### src/rtl/assoc_store_pkg.sv
// assoc_store_pkg: shared opcode/state enums and helpers for the associative store.
// Entry layout is parametric, so the entry struct is typedef'd locally in the top.
// Optional statistics (ASSOC_STORE_STATS_EN) use STAT_W-wide saturating counters.
package assoc_store_pkg;

  typedef enum logic [1:0] {
    OP_READ   = 2'd0,
    OP_WRITE  = 2'd1,
    OP_DELETE = 2'd2,
    OP_CLEAR  = 2'd3
  } op_e;

  typedef enum logic [1:0] {
    IDLE   = 2'd0,
    LOOKUP = 2'd1,
    EXEC   = 2'd2,
    RESP   = 2'd3
  } state_e;

  localparam int STAT_W = 32;

  // Increment that sticks at all-ones instead of wrapping.
  function automatic logic [STAT_W-1:0] sat_inc(input logic [STAT_W-1:0] v);
    return (&v) ? v : v + 1'b1;
  endfunction

endpackage

### src/rtl/assoc_store_match.sv
// assoc_store_match: parallel key compare plus free-slot search over all entries.
// Latency: purely combinational; results are registered by the caller.
// Backpressure: none; lowest index wins for both hit and free-slot selection.
module assoc_store_match
  import assoc_store_pkg::*;
#(
  parameter  int ADDR_W = 64,
  parameter  int DEPTH  = 16,
  localparam int IDX_W  = $clog2(DEPTH)
) (
  input  logic [DEPTH-1:0]             valid,
  input  logic [DEPTH-1:0][ADDR_W-1:0] keys,
  input  logic [ADDR_W-1:0]            key,
  output logic                         hit,
  output logic [IDX_W-1:0]             hit_idx,
  output logic [IDX_W-1:0]             free_idx,
  output logic                         full
);

  // Scan high to low so the lowest matching / free index is the one left standing.
  always_comb begin
    hit      = 1'b0;
    hit_idx  = '0;
    free_idx = '0;
    full     = &valid;
    for (int i = DEPTH - 1; i >= 0; i--) begin
      if (valid[i] && (keys[i] == key)) begin
        hit     = 1'b1;
        hit_idx = IDX_W'(i);
      end
      if (!valid[i]) begin
        free_idx = IDX_W'(i);
      end
    end
  end

endmodule

### src/rtl/assoc_store.sv
// assoc_store: fully-associative key/value table with read/write/delete/clear and round-robin eviction.
// Latency: accept at edge T, rsp_valid after edge T+3, next accept at edge T+5 at the earliest.
// Backpressure: rsp_valid and all response fields hold until rsp_ready; req_ready low while busy.
// Optional statistics counters are enabled with `define ASSOC_STORE_STATS_EN.
module assoc_store
  import assoc_store_pkg::*;
#(
  parameter int              ADDR_W      = 64,
  parameter int              DATA_W      = 64,
  parameter int              DEPTH       = 16,
  parameter logic [DATA_W-1:0] DEFAULT_VAL = '0
) (
  input  logic                         clk,
  input  logic                         rst_n,
  input  logic                         req_valid,
  output logic                         req_ready,
  input  logic [1:0]                   req_op,
  input  logic [ADDR_W-1:0]            req_addr,
  input  logic [DATA_W-1:0]            req_wdata,
  output logic                         rsp_valid,
  input  logic                         rsp_ready,
  output logic                         rsp_hit,
  output logic                         rsp_evict,
  output logic [DATA_W-1:0]            rsp_rdata,
  output logic [$clog2(DEPTH+1)-1:0]   count
`ifdef ASSOC_STORE_STATS_EN
  ,
  output logic [STAT_W-1:0]            stat_hits,
  output logic [STAT_W-1:0]            stat_misses,
  output logic [STAT_W-1:0]            stat_evicts
`endif
);

  localparam int IDX_W = $clog2(DEPTH);

  // Key/data payload; the valid bits live in a separate vector because they
  // alone are reset, the payload is not.
  typedef struct packed {
    logic [ADDR_W-1:0] key;
    logic [DATA_W-1:0] data;
  } entry_t;

  state_e                      state, state_nxt;
  op_e                         op_q;
  logic [ADDR_W-1:0]           addr_q;
  logic [DATA_W-1:0]           wdata_q;

  entry_t                      ent [DEPTH];
  logic [DEPTH-1:0]            ent_vld;
  logic [DEPTH-1:0][ADDR_W-1:0] ent_keys;

  logic                        m_hit, m_full;
  logic [IDX_W-1:0]            m_hit_idx, m_free_idx;
  logic                        hit_q, full_q;
  logic [IDX_W-1:0]            hit_idx_q, free_idx_q;

  logic [IDX_W-1:0]            victim_ptr;
  logic [IDX_W-1:0]            tgt_idx;
  logic [DATA_W-1:0]           old_data;
  logic                        do_evict;

  // Flatten stored keys for the matcher.
  always_comb begin
    for (int i = 0; i < DEPTH; i++) begin
      ent_keys[i] = ent[i].key;
    end
  end

  assoc_store_match #(
    .ADDR_W (ADDR_W),
    .DEPTH  (DEPTH)
  ) u_match (
    .valid    (ent_vld),
    .keys     (ent_keys),
    .key      (addr_q),
    .hit      (m_hit),
    .hit_idx  (m_hit_idx),
    .free_idx (m_free_idx),
    .full     (m_full)
  );

  // FSM state register.
  always_ff @(posedge clk) begin
    if (!rst_n) state <= IDLE;
    else        state <= state_nxt;
  end

  // FSM next-state logic; RESP leaves only once the consumer has taken the response.
  always_comb begin
    state_nxt = state;
    case (state)
      IDLE:    if (req_valid)              state_nxt = LOOKUP;
      LOOKUP:                              state_nxt = EXEC;
      EXEC:                                state_nxt = RESP;
      RESP:    if (rsp_valid && rsp_ready) state_nxt = IDLE;
      default:                             state_nxt = IDLE;
    endcase
  end

  // FSM outputs.
  always_comb begin
    req_ready = (state == IDLE);
  end

  // Capture the accepted request.
  always_ff @(posedge clk) begin
    if (state == IDLE && req_valid) begin
      op_q    <= op_e'(req_op);
      addr_q  <= req_addr;
      wdata_q <= req_wdata;
    end
  end

  // Register the lookup results so EXEC works from stable flops.
  always_ff @(posedge clk) begin
    if (state == LOOKUP) begin
      hit_q      <= m_hit;
      hit_idx_q  <= m_hit_idx;
      free_idx_q <= m_free_idx;
      full_q     <= m_full;
    end
  end

  // Entry touched by the operation: the hit, else a free slot, else the victim.
  always_comb begin
    tgt_idx  = hit_q ? hit_idx_q : (full_q ? victim_ptr : free_idx_q);
    old_data = ent[tgt_idx].data;
    do_evict = (op_q == OP_WRITE) && !hit_q && full_q;
  end

  // Payload storage, written on WRITE only; deliberately not reset.
  always_ff @(posedge clk) begin
    if (state == EXEC && op_q == OP_WRITE) begin
      ent[tgt_idx] <= '{key: addr_q, data: wdata_q};
    end
  end

  // Valid bits, occupancy count and eviction pointer.
  always_ff @(posedge clk) begin
    if (!rst_n) begin
      ent_vld    <= '0;
      count      <= '0;
      victim_ptr <= '0;
    end else if (state == EXEC) begin
      case (op_q)
        OP_WRITE: begin
          ent_vld[tgt_idx] <= 1'b1;
          if (!hit_q && !full_q) count <= count + 1'b1;
          if (do_evict) begin
            victim_ptr <= (victim_ptr == IDX_W'(DEPTH - 1)) ? '0 : victim_ptr + 1'b1;
          end
        end
        OP_DELETE: begin
          if (hit_q) begin
            ent_vld[hit_idx_q] <= 1'b0;
            count              <= count - 1'b1;
          end
        end
        OP_CLEAR: begin
          ent_vld    <= '0;
          count      <= '0;
          victim_ptr <= '0;
        end
        default: ;
      endcase
    end
  end

  // Response fields load at EXEC; rsp_valid launches from a flop one cycle into RESP.
  always_ff @(posedge clk) begin
    if (!rst_n) begin
      rsp_valid <= 1'b0;
      rsp_hit   <= 1'b0;
      rsp_evict <= 1'b0;
      rsp_rdata <= '0;
    end else begin
      if (state == EXEC) begin
        rsp_hit   <= (op_q != OP_CLEAR) && hit_q;
        rsp_evict <= do_evict;
        case (op_q)
          OP_READ:   rsp_rdata <= hit_q ? old_data : DEFAULT_VAL;
          OP_WRITE:  rsp_rdata <= (hit_q || full_q) ? old_data : DEFAULT_VAL;
          OP_DELETE: rsp_rdata <= hit_q ? old_data : DEFAULT_VAL;
          default:   rsp_rdata <= DEFAULT_VAL;
        endcase
      end
      if (state == RESP && !rsp_valid) begin
        rsp_valid <= 1'b1;
      end else if (rsp_valid && rsp_ready) begin
        rsp_valid <= 1'b0;
      end
    end
  end

`ifdef ASSOC_STORE_STATS_EN
  // Saturating lookup/eviction statistics, zeroed by reset and by CLEAR.
  always_ff @(posedge clk) begin
    if (!rst_n) begin
      stat_hits   <= '0;
      stat_misses <= '0;
      stat_evicts <= '0;
    end else if (state == EXEC) begin
      if (op_q == OP_CLEAR) begin
        stat_hits   <= '0;
        stat_misses <= '0;
        stat_evicts <= '0;
      end else begin
        if (hit_q) stat_hits   <= sat_inc(stat_hits);
        else       stat_misses <= sat_inc(stat_misses);
        if (do_evict) stat_evicts <= sat_inc(stat_evicts);
      end
    end
  end
`endif

endmodule
### config.mk
export PLATFORM = sky130hd
export DESIGN_NAME = assoc_store
export DESIGN_NICKNAME = d
export VERILOG_FILES = /design/src/rtl/assoc_store_pkg.sv /design/src/rtl/assoc_store_match.sv /design/src/rtl/assoc_store.sv
export SDC_FILE = /design/constraint.sdc
export NUM_CORES = 2
export LEC_CHECK = 0
export ABC_AREA = 1
export BUFFER_PORTS_ARGS = -buffer_cell sky130_fd_sc_hd__buf_2
export CORE_ASPECT_RATIO = 0.5
export CORE_UTILIZATION = 45
export CTS_CLUSTER_DIAMETER = 100
export DETAILED_ROUTE_END_ITERATION = 8
export PLACE_DENSITY_LB_ADDON = 0.08
export SLEW_MARGIN = 30
export SYNTH_ARGS = -nofsm -noshare
export SYNTH_HDL_FRONTEND = slang
export SYNTH_SLANG_ARGS = --single-unit
### constraint.sdc
create_clock -name clk -period 13.1 [get_ports clk]
set_input_delay 0.655 -clock clk [delete_from_list [all_inputs] [get_ports clk]]
set_output_delay 0.655 -clock clk [all_outputs]
set_load 0.02 [all_outputs]
==> metrics.md <==
| Metric | Value |
|---|---|
| Worst-Skew Late Latency | `870 ps` |
| CP Launch Point | `hit_q$_SDFFCE_PP1N_` |
| Syn avg cell area | `14.0 sq um` |
| Cell with the most instances after synthesis | `edfxtp_1` |
| RSZ-0062 raised after global routing | `no` |
| Total track usage | `between 30% and 40%` |
| Tmin final | `about 5600 ps` |
| Syn Nets | `between 6000 and 7000` |
| DIE HEIGHT | `roughly 320 um` |
| Multiplexer share of the synthesized area | `0%` |
| Post-synth EDFFs | `2188` |
| Number of fill cells | `16600` |
| Synth unique cells | `61` |
| Clk buf depth | `4` |
| Synth Area in Simple Gates | `9.33%` |
| Compound-gate portion of the synthesized area | `under 10%` |
| Final Hold Fails | `0` |
| Setup CP Type | `reg2reg` |
| Initial antenna violation count | `35` |
| F_max | `180 MHz` |
| PortBufs | `206` |
| XOR/XNOR Fraction of Synth Area | `roughly 2.7%` |
| Largest net degree at the start of global routing | `142` |
| Max Cap Violations | `0` |
| Mapped cell area | `around 90000 sq um` |
| Peak VDD IR | `between 0.0001 and 0.00015 V` |
| Core box area | `198000 sq um` |
| Area grow syn2layout | `13.7%` |
| Share of total power in combinational logic | `20.1%` |
| Seq pwr share | `46.7%` |
| PD cells | `roughly 180 nW/um^2` |
| Clk_skew | `roughly 37 ps` |
| Area of the multi-input gates | `20100 sq um` |
| Worst Tran Pin Value | `1070 ps` |
| First-pass GRT wire length | `about 440 mm` |
| Post-Synth Adder-Cell Area | `0.133%` |
| Worst flop-to-flop path startpoint | `hit_q$_SDFFCE_PP1N_` |
| Max_slew headroom | `28.4%` |
| Cell Rows | `between 100 and 150` |
| Total grt overflow | `0` |
| Fin nets | `6983` |
| Top cells by area, synth | `edfxtp_1, nand2_1, o22ai_1` |
| Period utilization | `42.5%` |
| Clock root buffer master | `clkbuf_16` |
| Routed wire length | `317 mm` |
| Number of global-route vias before repair | `57100` |
| Post-synthesis sequential area ratio | `74.8%` |
| Syn Inst Count | `6439` |
| Post-synth top flop | `edfxtp_1` |
| Syn. warnings | `0` |
| Crit path max fanout | `141` |
| Post-synth top cells | `edfxtp_1, nand2_1, nor2_1` |
| Drt first-iter violations | `9168` |
| Placement Setup Slack | `7570 ps` |
| GPL Wtd Cong | `0.936` |
| Main combinational cell family by area after synthesis | `compound AO/OA/AOI/OAI gates` |
| Starting Density | `45.6%` |
| Outcome | `finished, final reports clean` |
| CP required | `between 10000 and 15000 ps` |
| Arrival time worst endpoint | `6030 ps` |
| Wire length per cell | `32.9 um` |
| Leak | `34.2 nW` |
| Final setup margin | `7540 ps` |
| Yosys top cell area share | `72.8%` |
| Via count | `60000` |
| # DRC | `0` |
| Via density | `roughly 6.2` |
| Yosys reg bits | `between 2000 and 2500` |
| Post CTS Setup Buffer Count | `0` |
| Die area | `203000 sq um` |
| Antenna viol nets, final | `0` |
| IO Pins | `207` |
| Sw Ratio | `31.4%` |
| CTS Buf Count | `~210` |
| Clock-pin slew on the worst setup and hold paths | `70 ps` |
| Setup violations, final | `0` |
| Fin Setup TNS | `0 ps` |
| FF+latch area | `67600 sq um` |
| CTS tree | `yes` |
| DP HPWL | `~180 mm` |
| Maximum level of the CTS H-tree | `4` |
| CP endpoint kind | `flop` |
| Post-synth ARST share | `0%` |
| Cell Int Power | `between 10 and 15 mW` |
| Sinks on Clock Net | `2282` |
| Share of layout cells above drive strength 1 | `11.8%` |
| Clock power frac | `33.1%` |
| Die width | `636 um` |
| Hold Crit Class | `in2reg` |
| Sw Pwr | `5.89 mW` |
| Hold Path Origin | `req_wdata[30]` |
| Crit path launch type | `flop` |
| Final Max Tran Viols | `0` |
| 1st-pass router iterations | `6` |
| Top cell type by total area after synthesis | `edfxtp_1` |
-- routing by layer --
metal	part of all wire [%]	track usage, %	routed length (um)
met1	41	43.4	129000
met2	45	47.4	142000
met3	10	5.64	32800
met4	4.4	11.9	13900
met5	0.017	0	55
-- flip-flops by register name (all words and copies together), names as in the netlist --
| name | cells |
|---|---|
| op_q | 2 |
| full_q | 1 |
| wdata_q | 64 |
| hit_idx_q | 4 |
| free_idx_q | 4 |
| state | 2 |
| rsp_valid | 1 |
| rsp_hit | 1 |
| ent | 2048 |
| count | 5 |
| victim_ptr | 4 |
| rsp_evict | 1 |
| hit_q | 1 |
| addr_q | 64 |
| rsp_rdata | 64 |
| ent_vld | 16 |
-- worst paths after layout --
path,endpoint,slack (ps),depth (start not counted)
setup / recovery,ent[3][98]$_DFFE_PP_,7540,10
hold / removal,wdata_q[30]$_DFFE_PP_,40,1
setup reg to reg,ent[3][98]$_DFFE_PP_,7540,10
hold reg to reg,ent[9][75]$_DFFE_PP_,470,0
-- power by group through the flow --
stage | registers (mW) | logic, mW | clock network, mW
after global routing | 8.79 | 3.91 | 6.55
after detailed placement | 8.92 | 3.66 | 0
after CTS | 8.77 | 3.70 | 6.26
after global placement | 8.91 | 3.63 | 0
final | 8.76 | 3.77 | 6.21
after floorplan | 8.95 | 1.94 | 0
-- through the flow --
step	power (mW)	utilization [%]	instance area, sq um	hold slack, ps	instances
6_report	18.7	51.9	103000	42.5	9645
5_1_grt	19.3	51.9	103000	2.21	9637
4_1_cts	18.7	51.8	103000	0.663	9631
3_5_place_dp	12.6	47.8	94600	456	9134
3_3_place_gp	12.5	47.7	94500	451	9130
2_1_floorplan	10.9	-	90300	468	6439
-- logic make-up (layout without fill, tap and decap cells) --
group,count (synthesis),after routing
other,0,10
xor gates and xnor gates,282,282
buffers and inverters,575,1139
adders and majority gates,9,9
AOI/OAI and AO/OA,1338,1338
and+or+nand+nor,1953,1953
DFF,2282,2282
-- layout make-up --
cell class | count | area share [%]
diodes | 10 | 0.0244
clock buffers | 275 | 5.55
clock inverters | 98 | 0.986
inverters | 222 | 0.843
multi-input cells | 3582 | 19.5
flip-flops and latches | 2282 | 65.8
well taps | 2632 | 3.21
repair buffers | 544 | 4.05
-- layout by cell type (no fill, tap or decap), types with 51 or more instances in the layout --
cell,instances
a22o_1,60
nand2_1,699
nand4_1,64
nand3_1,111
o21ai_0,310
buf_4,191
a21oi_1,102
o31ai_1,184
xor2_1,113
clkbuf_16,215
dlygate4sd3_1,124
a221oi_1,78
edfxtp_1,2188
xnor2_1,169
nor4_1,87
clkbuf_1,51
o22ai_1,393
buf_2,206
inv_1,181
a211oi_1,61
nor2_1,603
nor3_1,305
dfxtp_1,94
-- repair_timing --
action | in CTS | in global routing
resized for setup | 0 | 0
endpoints found under the hold margin | 124 | 0
hold buffers | 124 | 0
-- worst max-delay path: stages (launching register included) --
cell	delay (ps)
edfxtp_1	530
nor2_2	250
a22oi_1	110
o21a_2	220
inv_12	530
buf_4	760
nand2_8	620
clkinv_1	390
nand2_1	140
nor2_4	520
buf_4	760
Note: power is estimated with default switching activity, not from simulation.
